--- src/rtl/wb_vec_cmd_bridge.sv ---
// Wishbone classic slave that buffers management-SoC writes into a command stream
// for the vector core and returns vector-core results through a readable FIFO.
module wb_vec_cmd_bridge #(
    parameter logic [31:0] BASE_ADDR = 32'h3000_0000,
    parameter int          CMD_DEPTH = 4,
    parameter int          RSP_DEPTH = 4
) (
    input  logic        clk,
    input  logic        reset,
    input  logic        wbs_cyc_i,
    input  logic        wbs_stb_i,
    input  logic        wbs_we_i,
    input  logic [3:0]  wbs_sel_i,
    input  logic [31:0] wbs_adr_i,
    input  logic [31:0] wbs_dat_i,
    output logic        wbs_ack_o,
    output logic [31:0] wbs_dat_o,
    output logic        cmd_valid,
    input  logic        cmd_ready,
    output logic [31:0] cmd_data,
    input  logic        rsp_valid,
    output logic        rsp_ready,
    input  logic [31:0] rsp_data,
    output logic        irq
);
    localparam int CAW = $clog2(CMD_DEPTH);
    localparam int RAW = $clog2(RSP_DEPTH);
    localparam int CCW = CAW + 1;
    localparam int RCW = RAW + 1;

    localparam logic [1:0] OFF_CMD    = 2'd0;
    localparam logic [1:0] OFF_RSP    = 2'd1;
    localparam logic [1:0] OFF_STATUS = 2'd2;
    localparam logic [1:0] OFF_CTRL   = 2'd3;

    logic           wb_ack_q, wb_ack_d;
    logic [31:0]    wb_dat_q, wb_dat_d;

    logic [31:0]    cmd_mem_q [CMD_DEPTH];
    logic [31:0]    cmd_mem_d [CMD_DEPTH];
    logic [CAW-1:0] cmd_wr_ptr_q, cmd_wr_ptr_d;
    logic [CAW-1:0] cmd_rd_ptr_q, cmd_rd_ptr_d;
    logic [CCW-1:0] cmd_cnt_q, cmd_cnt_d;

    logic [31:0]    rsp_mem_q [RSP_DEPTH];
    logic [31:0]    rsp_mem_d [RSP_DEPTH];
    logic [RAW-1:0] rsp_wr_ptr_q, rsp_wr_ptr_d;
    logic [RAW-1:0] rsp_rd_ptr_q, rsp_rd_ptr_d;
    logic [RCW-1:0] rsp_cnt_q, rsp_cnt_d;

    logic           overflow_q, overflow_d;
    logic           underflow_q, underflow_d;

    logic        cmd_full, cmd_empty, rsp_full, rsp_empty;
    logic        accept;
    logic [1:0]  off;
    logic        flush, clear;
    logic        cmd_wr, cmd_push, cmd_pop;
    logic        rsp_rd, rsp_push, rsp_pop;
    logic [31:0] status_word;
    logic        unused_adr_bits;

    assign unused_adr_bits = ^wbs_adr_i[1:0];

    assign cmd_full  = (cmd_cnt_q == CCW'(CMD_DEPTH));
    assign cmd_empty = (cmd_cnt_q == '0);
    assign rsp_full  = (rsp_cnt_q == RCW'(RSP_DEPTH));
    assign rsp_empty = (rsp_cnt_q == '0);

    // Both streams use valid/ready: a word transfers on any rising edge where
    // valid and ready are both high; valid never depends on ready.
    assign cmd_valid = !cmd_empty;
    assign cmd_data  = cmd_mem_q[cmd_rd_ptr_q];
    assign rsp_ready = !rsp_full;
    assign irq       = !rsp_empty | overflow_q | underflow_q;

    assign wbs_ack_o = wb_ack_q;
    assign wbs_dat_o = wb_dat_q;

    assign accept = wbs_cyc_i & wbs_stb_i & !wb_ack_q
                    & (wbs_adr_i[31:4] == BASE_ADDR[31:4]);
    assign off    = wbs_adr_i[3:2];

    assign flush  = accept & wbs_we_i & (off == OFF_CTRL) & wbs_dat_i[1];
    assign clear  = accept & wbs_we_i & (off == OFF_CTRL) & wbs_dat_i[0];

    // Full/empty are judged on pre-edge state, so a same-edge pop never rescues a write.
    assign cmd_wr   = accept & wbs_we_i & (off == OFF_CMD) & (wbs_sel_i == 4'hF);
    assign cmd_push = cmd_wr & !cmd_full;
    assign cmd_pop  = cmd_valid & cmd_ready & !flush;

    assign rsp_rd   = accept & !wbs_we_i & (off == OFF_RSP);
    assign rsp_pop  = rsp_rd & !rsp_empty;
    assign rsp_push = rsp_valid & rsp_ready & !flush;

    always_comb begin
        status_word        = '0;
        status_word[0]     = cmd_full;
        status_word[1]     = cmd_empty;
        status_word[2]     = rsp_full;
        status_word[3]     = rsp_empty;
        status_word[4]     = overflow_q;
        status_word[5]     = underflow_q;
        status_word[15:8]  = 8'(cmd_cnt_q);
        status_word[23:16] = 8'(rsp_cnt_q);
    end

    always_comb begin
        wb_ack_d = accept;
        wb_dat_d = '0;
        if (accept && !wbs_we_i) begin
            case (off)
                OFF_RSP:    wb_dat_d = rsp_empty ? 32'h0 : rsp_mem_q[rsp_rd_ptr_q];
                OFF_STATUS: wb_dat_d = status_word;
                default:    wb_dat_d = '0;
            endcase
        end
    end

    always_comb begin
        cmd_mem_d    = cmd_mem_q;
        cmd_wr_ptr_d = cmd_wr_ptr_q;
        cmd_rd_ptr_d = cmd_rd_ptr_q;
        cmd_cnt_d    = cmd_cnt_q + CCW'(cmd_push) - CCW'(cmd_pop);
        if (cmd_push) begin
            cmd_mem_d[cmd_wr_ptr_q] = wbs_dat_i;
            cmd_wr_ptr_d            = cmd_wr_ptr_q + CAW'(1);
        end
        if (cmd_pop) begin
            cmd_rd_ptr_d = cmd_rd_ptr_q + CAW'(1);
        end

        rsp_mem_d    = rsp_mem_q;
        rsp_wr_ptr_d = rsp_wr_ptr_q;
        rsp_rd_ptr_d = rsp_rd_ptr_q;
        rsp_cnt_d    = rsp_cnt_q + RCW'(rsp_push) - RCW'(rsp_pop);
        if (rsp_push) begin
            rsp_mem_d[rsp_wr_ptr_q] = rsp_data;
            rsp_wr_ptr_d            = rsp_wr_ptr_q + RAW'(1);
        end
        if (rsp_pop) begin
            rsp_rd_ptr_d = rsp_rd_ptr_q + RAW'(1);
        end

        // Flush empties both queues; storage contents are left stale but unreachable.
        if (flush) begin
            cmd_wr_ptr_d = '0;
            cmd_rd_ptr_d = '0;
            cmd_cnt_d    = '0;
            rsp_wr_ptr_d = '0;
            rsp_rd_ptr_d = '0;
            rsp_cnt_d    = '0;
        end

        overflow_d  = overflow_q | (cmd_wr & cmd_full);
        underflow_d = underflow_q | (rsp_rd & rsp_empty);
        if (clear) begin
            overflow_d  = 1'b0;
            underflow_d = 1'b0;
        end
    end

    always_ff @(posedge clk) begin
        if (reset) begin
            wb_ack_q     <= 1'b0;
            wb_dat_q     <= '0;
            cmd_mem_q    <= '{default: '0};
            cmd_wr_ptr_q <= '0;
            cmd_rd_ptr_q <= '0;
            cmd_cnt_q    <= '0;
            rsp_mem_q    <= '{default: '0};
            rsp_wr_ptr_q <= '0;
            rsp_rd_ptr_q <= '0;
            rsp_cnt_q    <= '0;
            overflow_q   <= 1'b0;
            underflow_q  <= 1'b0;
        end else begin
            wb_ack_q     <= wb_ack_d;
            wb_dat_q     <= wb_dat_d;
            cmd_mem_q    <= cmd_mem_d;
            cmd_wr_ptr_q <= cmd_wr_ptr_d;
            cmd_rd_ptr_q <= cmd_rd_ptr_d;
            cmd_cnt_q    <= cmd_cnt_d;
            rsp_mem_q    <= rsp_mem_d;
            rsp_wr_ptr_q <= rsp_wr_ptr_d;
            rsp_rd_ptr_q <= rsp_rd_ptr_d;
            rsp_cnt_q    <= rsp_cnt_d;
            overflow_q   <= overflow_d;
            underflow_q  <= underflow_d;
        end
    end
endmodule

--- config.mk ---
export PLATFORM = sky130hd
export DESIGN_NAME = wb_vec_cmd_bridge
export DESIGN_NICKNAME = d
export VERILOG_FILES = /design/src/rtl/wb_vec_cmd_bridge.sv
export SDC_FILE = /design/constraint.sdc
export NUM_CORES = 1
export LEC_CHECK = 0
export CORE_MARGIN = 5
export CORE_UTILIZATION = 45
export DETAILED_ROUTE_END_ITERATION = 6
export MAX_ROUTING_LAYER = met4
export PLACE_DENSITY_LB_ADDON = 0.2
export SYNTH_ARGS = -nofsm -noshare
export SYNTH_HDL_FRONTEND = slang
export SYNTH_SLANG_ARGS = --single-unit
--- constraint.sdc ---
create_clock -name clk -period 4.2 [get_ports clk]
set_clock_uncertainty 0.2 [all_clocks]
set_input_delay 1.26 -clock clk [delete_from_list [all_inputs] [get_ports clk]]
set_output_delay 1.26 -clock clk [all_outputs]
set_load 0.1 [all_outputs]
; After elaboration in Yosys (flattened, before gate mapping)
; Index checks and enable logic that the tools add are counted.
[totals]
latchBits = 0
word_cells = 97
out_inout_bits = 68
mem_bits_rw = 0
mem_bits_ro = 0
memories = 0
in_bits = 107
reg_bits = 305
[op_classes]
order_cmp = 6
shift = 0
multipliers = 0
n_bitwise = 28
div = 0
eq_ne = 7
muxes = 14
n_addsub = 8
reduce_logical = 16
[ops]
columns = op, n
row1 = bitwise mux 128 bit, 2
row2 = 2-to-1 mux 32 bit, 7
row3 = binary-select mux 32 bit (select 2 bit), 2
row4 = demux 32 bit (select 2 bit), 2
row5 = case mux 32 bit (2 select lines), 1
row6 = "equality test 28 x 26 -> 1 bit, second input constant", 1
row7 = AND 1 bit, 19
row8 = "greater-or-equal comparator 3 bit, second input constant", 4
row9 = inverter 2 -> 3 bit, 4
row10 = "adder 2 x 1 -> 2 bit, second input constant", 4
row11 = logical NOT 1 bit, 7
row12 = adder 3 x 1 -> 3 bit, 2
row13 = "equality test 3 bit, second input constant", 2
row14 = logical NOT 3 bit, 2
row15 = "less-than comparator 3 x 1 -> 1 bit, second input constant", 2
row16 = OR reduction 2 bit, 3
row17 = subtractor 3 x 1 -> 3 bit, 2
row18 = "equality test 2 bit, second input constant", 2
row19 = "equality test 4 bit, second input constant", 1
row20 = OR 1 bit, 4
row21 = logical AND 1 bit, 3
row22 = "equality test 2 x 1 -> 1 bit, second input constant", 1
row23 = logical NOT 2 bit, 1
row24 = inverter 1 bit, 1

; Depth between registers and ports, before layout
; Gate-level depths: netlist of run 1.
[logic_depth]
ltp_word = 10
mapped_depth = 13
ltp_nobuf = 13

; Least setup slack after synthesis of run 1
; Ideal clock, no wire load.
[synth_timing]
path_type = input to register
from = input wbs_adr_i[18]
to = register cmd_cnt_q[2]
n_path_buf = 1
path_stages = 13
t_arrival_ns = 3.384
slack_ns = 0.499
setup_ns = 0.117
t_required_ns = 3.883
cell_sequence = nor4_2 > nand4_2 > buf_6 > nor2_1 > nand2_1 > ha_1 > inv_1 > ha_1 > inv_1 > fa_1 > xnor2_1 > xnor2_1 > nor2_1
[synth_via]
elab_chain_cells = 8
elab_cells_between_ends = 13
classes_between = add/sub: 2 / eq/ne: 1 / bitwise: 8 / reduce/logical: 2
[synth_rtl]
columns = item, line_no
row1 = "start, declared", 14  ; input logic [31:0] wbs_adr_i,
row2 = equality test 28 x 26 -> 1 bit (*), 81  ; & (wbs_adr_i[31:4] == BASE_ADDR[31:4]);
row3 = AND 1 bit (*), 81
row4 = AND 1 bit (*), "84, 88"
row5 = "AND 1 bit, on equally long branches (2 in a row)", "88, 84"
row6 = AND 1 bit / logical NOT 1 bit (equally long branches), "89, 90"
row7 = adder 3 x 1 -> 3 bit / AND 1 bit (equally long branches), "124, 90"
row8 = subtractor 3 x 1 -> 3 bit, 124  ; cmd_cnt_d = cmd_cnt_q + CCW'(cmd_push) - CCW'(cmd_pop);
row9 = "end signal, assigned", 183  ; cmd_cnt_q <= cmd_cnt_d;
row10 = "end, declared", 43  ; logic [CCW-1:0] cmd_cnt_q, cmd_cnt_d;
; Every way passes the cells marked *; elsewhere a longest branch is shown, timed or not.
; A chain may end at the register's enable or synchronous reset.

; Worst setup path in the final report of run 1
[layout_timing]
from = register cmd_rd_ptr_q[0]
to = output cmd_data[8]
[layout_via]
elab_chain_cells = 4
[layout_rtl]
columns = item, line_no
row1 = "start, declared", 42  ; logic [CAW-1:0] cmd_rd_ptr_q, cmd_rd_ptr_d;
row2 = "start signal, assigned", 182  ; cmd_rd_ptr_q <= cmd_rd_ptr_d;
row3 = inverter 2 -> 3 bit (implied by the code), 73  ; assign cmd_data = cmd_mem_q[cmd_rd_ptr_q];
row4 = binary-select mux 32 bit (select 2 bit), 73
row5 = 2-to-1 mux 32 bit (implied by the code) (2 in a row), 73
row6 = "end, declared", 20  ; output logic [31:0] cmd_data,
; No other way between the ends. The select of a mux whose other input is x is not followed.

==> results.yml, run 1 <==
cells_and_area:
  fin_nets: 1491
  fillers: 2477
  area_delta_synth_final_pct: 24.6
  drive_above_1_share_pct: 15.7
  fin_cells: 1776
  n_antenna_cell: 0
detailed_routing:
  avgViaCountPerCell: 5.11
  drt_iter0_markers: 456
  postRouteAntennaNets: 0
  wire_per_inst_um: 16.6
  first_pass_iters: 5
  vias: 9076
  wirelength_um: 29500
  drc: 0
synthesis:
  async_flop_share_pct: 0
  synth_top_family_by_area: "multiplexers"
  syn_area_um2: 13100
  synth_cell_types: 52
  yosysWarningCount: 0
  synthesis.instances: 1210
  syn-num-nets: 1335
  yosysTopAreaCell: "dfxtp_1"
  seq_area_frac_synth_pct: 46.6
  synth_compound_area_share_pct: 2.25
  synth_area_leaders: "dfxtp_1 47%, mux2i_1 20%, mux4_2 11%"
  synth-simple-area-share_pct: 13.7
  ys.flop_type: "dfxtp_1"
  synth.avg_cell_area_um2: 10.8
  synth_edf_count: 0
  ys_ff_latch: 305
  synth-xor-area-share_pct: 0.468
  yosysTopAreaCellShare_pct: 46.6
  yosys.area_share.adder_pct: 1.83
  synth_mux_area_share_pct: 30.6
power_and_ir_drop:
  total_power_mw: 7.34
  switching_share_pct: 25.2
  ir_drop_mv: 0.281
  p_int_mw: 5.49
  power_density_nw_per_um2: 449
  p_comb_share_pct: 14.2
  p_leak_nw: 7.15
  p_sw_mw: 1.85
  power.clock.fraction_pct: 43.0
  p_seq_share_pct: 42.8
clock_tree:
  cts_repair_resize_count: 0
  cts_sinks: 305
  htree_levels: 2
  ctsHoldBuffers: 0
  clk_path_buf_depth: 3
  cts_setup_buffers: 0
  cts_buffers: 34
  clkTransAtPathRegs_ps: 60
  cts_tree: "built"
  cts.root.buffer_cell: "clkbuf_16"
  clock_latency_ps: 500
critical_path:
  startpoint_type: "register"
  r2r_cells: 12
  worstSetupEndpointType: "primary output"
  critPathRequiredTime_ps: 2740
  crit_fanout: 19
  critPathArrivalTime_ps: 2140
  crit_type: "register to primary output"
run_status:
  status: "finished, final reports clean"
floorplan:
  ios: 175
  start_util_pct: 45.7
  die_area_um2: 32700
  die_x_um: 181
  rows: 62
  die_h_um: 181
  coreArea_um2: 28700
timing:
  final.setup.tns_ps: 0
  max_freq_mhz: 277
  finalCriticalPeriod_ps: 3600
  hold_viol_final: 0
  rsz0062_at_grt: "no"
  setup_viol: 0
  min_period_over_period_pct: 85.8
  drv_slew: 0
  worst_slack_ps: 596
  worst_slew_margin_rel_pct: 31.4
  tightest_slew_ps: 1030
global_routing:
  antenna_found_initial: 0
  grt_start_max_net_pins: 73
  grt_pass1_wl_um: 48300
  grt_overflow: 0
  grt_pass1_vias: 9384
  track_usage_pct: 18.2
placement:
  io_buffers: 172
  place_ws_ps: 93.3
  gp_congestion: 0.783
  dp_hpwl_um: 19400
  dp.cells: 1714
run:
  drv_cap: 0
hold_path:
  hp-class: "register to register"
  holdPathStages: 2
## layout make-up
cell class / count / area, um^2 / share of cell area (%)
clock buffers: 48 / 1050 / 6.41
clock inverters: 14 / 179 / 1.09
inverters: 33 / 131 / 0.804
multi-input cells: 784 / 6400 / 39.2
flip-flops and latches: 305 / 6110 / 37.4
well taps: 384 / 480 / 2.94
repair buffers: 208 / 1990 / 12.2
## flip-flops by register name, summed over array words and instances, names as in the netlist
signal        flops
cmd_mem_q       128
rsp_mem_q       128
wbs_dat_o        32
cmd_cnt_q         3
rsp_cnt_q         3
cmd_rd_ptr_q      2
cmd_wr_ptr_q      2
rsp_rd_ptr_q      2
rsp_wr_ptr_q      2
overflow_q        1
underflow_q       1
wbs_ack_o         1
## power groups by stage
stage / sequential, mW / clock, mW / combinational (mW)
final: 3.14 / 3.15 / 1.04
after global routing: 3.16 / 3.38 / 1.13
after CTS: 3.14 / 3.24 / 1.06
after floorplan: 3.14 / 0 / 0.794
after global placement: 3.20 / 0 / 1.05
after detailed placement: 3.21 / 0 / 1.06
## synth_stat cells (2+ instances only)
library cell  number
clkbuf_1          44
o31ai_1            3
fa_1               2
a311oi_1           3
or3_1              2
inv_1             32
a22oi_1            3
buf_6             13
nor4_4             3
buf_1              4
nand4_1            9
buf_4              4
mux4_2            64
o311ai_4           3
nand3_1            3
nor2_1            16
a21oi_1            4
nand2_1          326
ha_1              16
and2_1             3
o22ai_1            9
dfxtp_1          305
nor2b_1           20
nand2b_1           2
and4_1             4
nor4_2             3
nor3_1             3
buf_2             22
xor2_1             2
xnor2_1            5
mux2i_1          257
## cell families after synthesis
logic type | after synthesis
muxes | 321
DFF | 305
xor gates and xnor gates | 7
AOI/OAI and AO/OA | 33
and+or+nand+nor | 405
adders and majority gates | 18
buffers and inverters | 121
## routing by layer
metal  up-vias  share of wire (%)  global-route usage, %
met5         -                  0                      -
met4         0                1.6                   3.84
met3        36                4.2                   3.04
met2       180                 50                   31.1
met1      4382                 44                   22.9
li1       4478                  -                      -
## metrics by stage
stage	cell area [um^2]	util [%]	hold slack, ps
6_report	16300	56.9	254
5_1_grt	16300	56.9	270
4_1_cts	16300	56.9	257
3_5_place_dp	15100	52.7	247
3_3_place_gp	15100	52.7	238
2_1_floorplan	13100	-	232
## worst paths after layout
path / startpoint / to / slack [ps]
worst max-delay path: cmd_rd_ptr_q[0] / cmd_data[8] / 600
worst min-delay path: cmd_mem_q[47] / cmd_mem_q[47] / 250
worst min register to register: cmd_mem_q[47] / cmd_mem_q[47] / 250
worst max register to register: wbs_ack_o / cmd_cnt_q[2] / 1570
## placed cells by master, fill, tap and decap left out, drive strengths merged, types with 3 or more instances in the layout
master and count:
nand3 3, and4 4, and2 3, mux4 64
dfxtp 305, nor2b 20, xnor2 5, ha 16
nand4 11, o31ai 4, clkbuf 48, a22oi 3
nor2 16, bufinv 4, a21oi 4, nor4 7
nor3 4, nand2 326, mux2i 257, o22ai 9
inv 33, clkinv 8, clkdlybuf4s50 136, a311oi 3
buf 72, o311ai 4
## worst max-delay path: stages, from the launching register on
cell	delay [ps]
dfxtp_2	710
buf_4	310
mux4_2	350
buf_4	260
(Power assumes the default switching activity.)
==> run 2: changes to the inputs <==
--- a/config.mk
+++ b/config.mk
@@ -6,10 +6,11 @@
 export NUM_CORES = 1
 export LEC_CHECK = 0
 export CORE_MARGIN = 5
-export CORE_UTILIZATION = 45
+export CORE_UTILIZATION = 55
 export DETAILED_ROUTE_END_ITERATION = 6
 export MAX_ROUTING_LAYER = met4
 export PLACE_DENSITY_LB_ADDON = 0.2
+export SKIP_LAST_GASP = 1
 export SYNTH_ARGS = -nofsm -noshare
 export SYNTH_HDL_FRONTEND = slang
 export SYNTH_SLANG_ARGS = --single-unit
==> results.yml, run 2 (synthesis results as in run 1) <==
run_status:
  status: "finished, final reports clean"
global_routing:
  grt_pass1_vias: 9415
  track_usage_pct: 21.6
  grt_overflow: 0
  grt_start_max_net_pins: 74
  grt_pass1_wl_um: 46600
  antenna_found_initial: 0
clock_tree:
  htree_levels: 1
  cts_setup_buffers: 0
  cts_sinks: 305
  cts_buffers: 31
  clkTransAtPathRegs_ps: 60
  cts.root.buffer_cell: "clkbuf_16"
  cts_repair_resize_count: 0
  clk_path_buf_depth: 3
  ctsHoldBuffers: 0
  cts_tree: "built"
  clock_latency_ps: 550
timing:
  hold_viol_final: 0
  rsz0062_at_grt: "no"
  drv_slew: 0
  max_freq_mhz: 280
  tightest_slew_ps: 997
  min_period_over_period_pct: 85.1
  worst_slew_margin_rel_pct: 33.3
  finalCriticalPeriod_ps: 3570
  final.setup.tns_ps: 0
  setup_viol: 0
critical_path:
  rr_endpoint: "cmd_cnt_q[2]"
  r2r_setup_slack_ps: 1600
  r2r_cells: 12
  crit_type: "register to primary output"
  critPathArrivalTime_ps: 2110
  startpoint_type: "register"
  crit_fanout: 18
  critPathRequiredTime_ps: 2740
  worstSetupEndpointType: "primary output"
  r2r-start: "wbs_ack_o"
run:
  drv_cap: 0
cells_and_area:
  final_cell_mix: "326 x nand2_1, 302 x dfxtp_1, 257 x mux2i_1"
  fillers: 1803
  drive_above_1_share_pct: 14.9
  fin_util_pct: 68.2
  n_antenna_cell: 0
  fin_nets: 1482
  area_delta_synth_final_pct: 22.1
  final_common_cell: "nand2_1"
placement:
  dp_hpwl_um: 18700
  io_buffers: 172
  gp_congestion: 0.803
power_and_ir_drop:
  ir_drop_mv: 0.399
  power_density_nw_per_um2: 427
  p_leak_nw: 7.04
hold_path:
  min_to: "rsp_mem_q[60]"
  min-delay-start: "rsp_mem_q[60]"
  hp-class: "register to register"
  holdPathStages: 2
detailed_routing:
  wire_per_inst_um: 16.6
  drc: 0
  avgViaCountPerCell: 5.33
  wirelength_um: 28300
  postRouteAntennaNets: 0
  first_pass_iters: 5
  vias: 9048
  drt_iter0_markers: 419
floorplan:
  start_util_pct: 55.9
  die_h_um: 164
  ios: 175
  die_area_um2: 27000
  coreArea_um2: 23500
  die_x_um: 164
  rows: 56
==> run 2: changes by cell type in the layout (fill, tap and decap cells not counted) <==
cell / change
clkbuf_16: -6
inv_6: +1
clkinv_2: +3
dfxtp_2: -1
buf_4: -6
bufinv_16: -3
clkbuf_1: +2
clkdlybuf4s50_1: -3
clkinvlp_4: -2
buf_12: +3
clkbuf_8: -1
dfxtp_1: +1
==> run 2: report_power, final <==
| group | switching [mW] | leakage [nW] | internal (mW) |
|---|---|---|---|
| clock network | 1.11 | 0.500 | 1.54 |
| registers | 0.117 | 2.47 | 3.03 |
| logic | 0.559 | 4.07 | 0.486 |
| total | 1.78 | 7.04 | 5.05 |
==> run 2: layer usage <==
layer / vias to the layer above / global-route usage [%] / share of wire [%] / wire [um]
met4: 0 / 4.46 / 1.7 / 467
met5: - / - / 0 / 0
met2: 155 / 38.6 / 51 / 14500
met3: 37 / 3.04 / 4.4 / 1250
met1: 4389 / 26.1 / 43 / 12000
li1: 4467 / - / - / -
==> run 2: area by class of cell <==
type                    count  area (um^2)  share of cell area, %
clock inverters            13         97.6                  0.610
flip-flops and latches    305         6110                   38.2
clock buffers              43          891                   5.57
inverters                  33          131                  0.821
multi-input cells         784         6400                   40.0
well taps                 319          399                   2.49
repair buffers            202         1970                   12.3
==> run 2: how the worst max path moves through the flow <==
stage / start / end / slack [ps]
after global routing: wbs_adr_i[22] / cmd_cnt_q[2] / 410
after floorplan: wbs_adr_i[18] / cmd_cnt_q[2] / 500
after CTS: cmd_rd_ptr_q[0] / cmd_data[31] / 600
final: cmd_rd_ptr_q[0] / cmd_data[31] / 630
after global placement: wbs_adr_i[8] / cmd_cnt_q[2] / 130
after detailed placement: wbs_adr_i[13] / cmd_cnt_q[2] / 90
==> run 2: stage by stage <==
step | worst slack (ps) | instances | power, mW | instance area, um^2 | hold slack [ps]
floorplan | 499 | 1210 | 3.94 | 13100 | 232
global placement | 127 | 1643 | 4.24 | 15000 | 238
detailed placement | 90.1 | 1643 | 4.26 | 15000 | 248
CTS | 603 | 1699 | 6.90 | 16000 | 257
global route | 407 | 1699 | 7.12 | 16000 | 271
finish | 627 | 1699 | 6.83 | 16000 | 256
==> run 2: worst max-delay path: stages, from the launching register on <==
cell and delay, ps:
dfxtp_2 700, mux4_2 610, buf_4 250
==> run 3: changes to the inputs <==
--- a/config.mk
+++ b/config.mk
@@ -10,6 +10,7 @@
 export DETAILED_ROUTE_END_ITERATION = 6
 export MAX_ROUTING_LAYER = met4
 export PLACE_DENSITY_LB_ADDON = 0.2
+export SKIP_CTS_REPAIR_TIMING = 1
 export SKIP_LAST_GASP = 1
 export SYNTH_ARGS = -nofsm -noshare
 export SYNTH_HDL_FRONTEND = slang
==> results of run 3 <==
The final DEF is identical to that of run 2; final timing and power are the same.
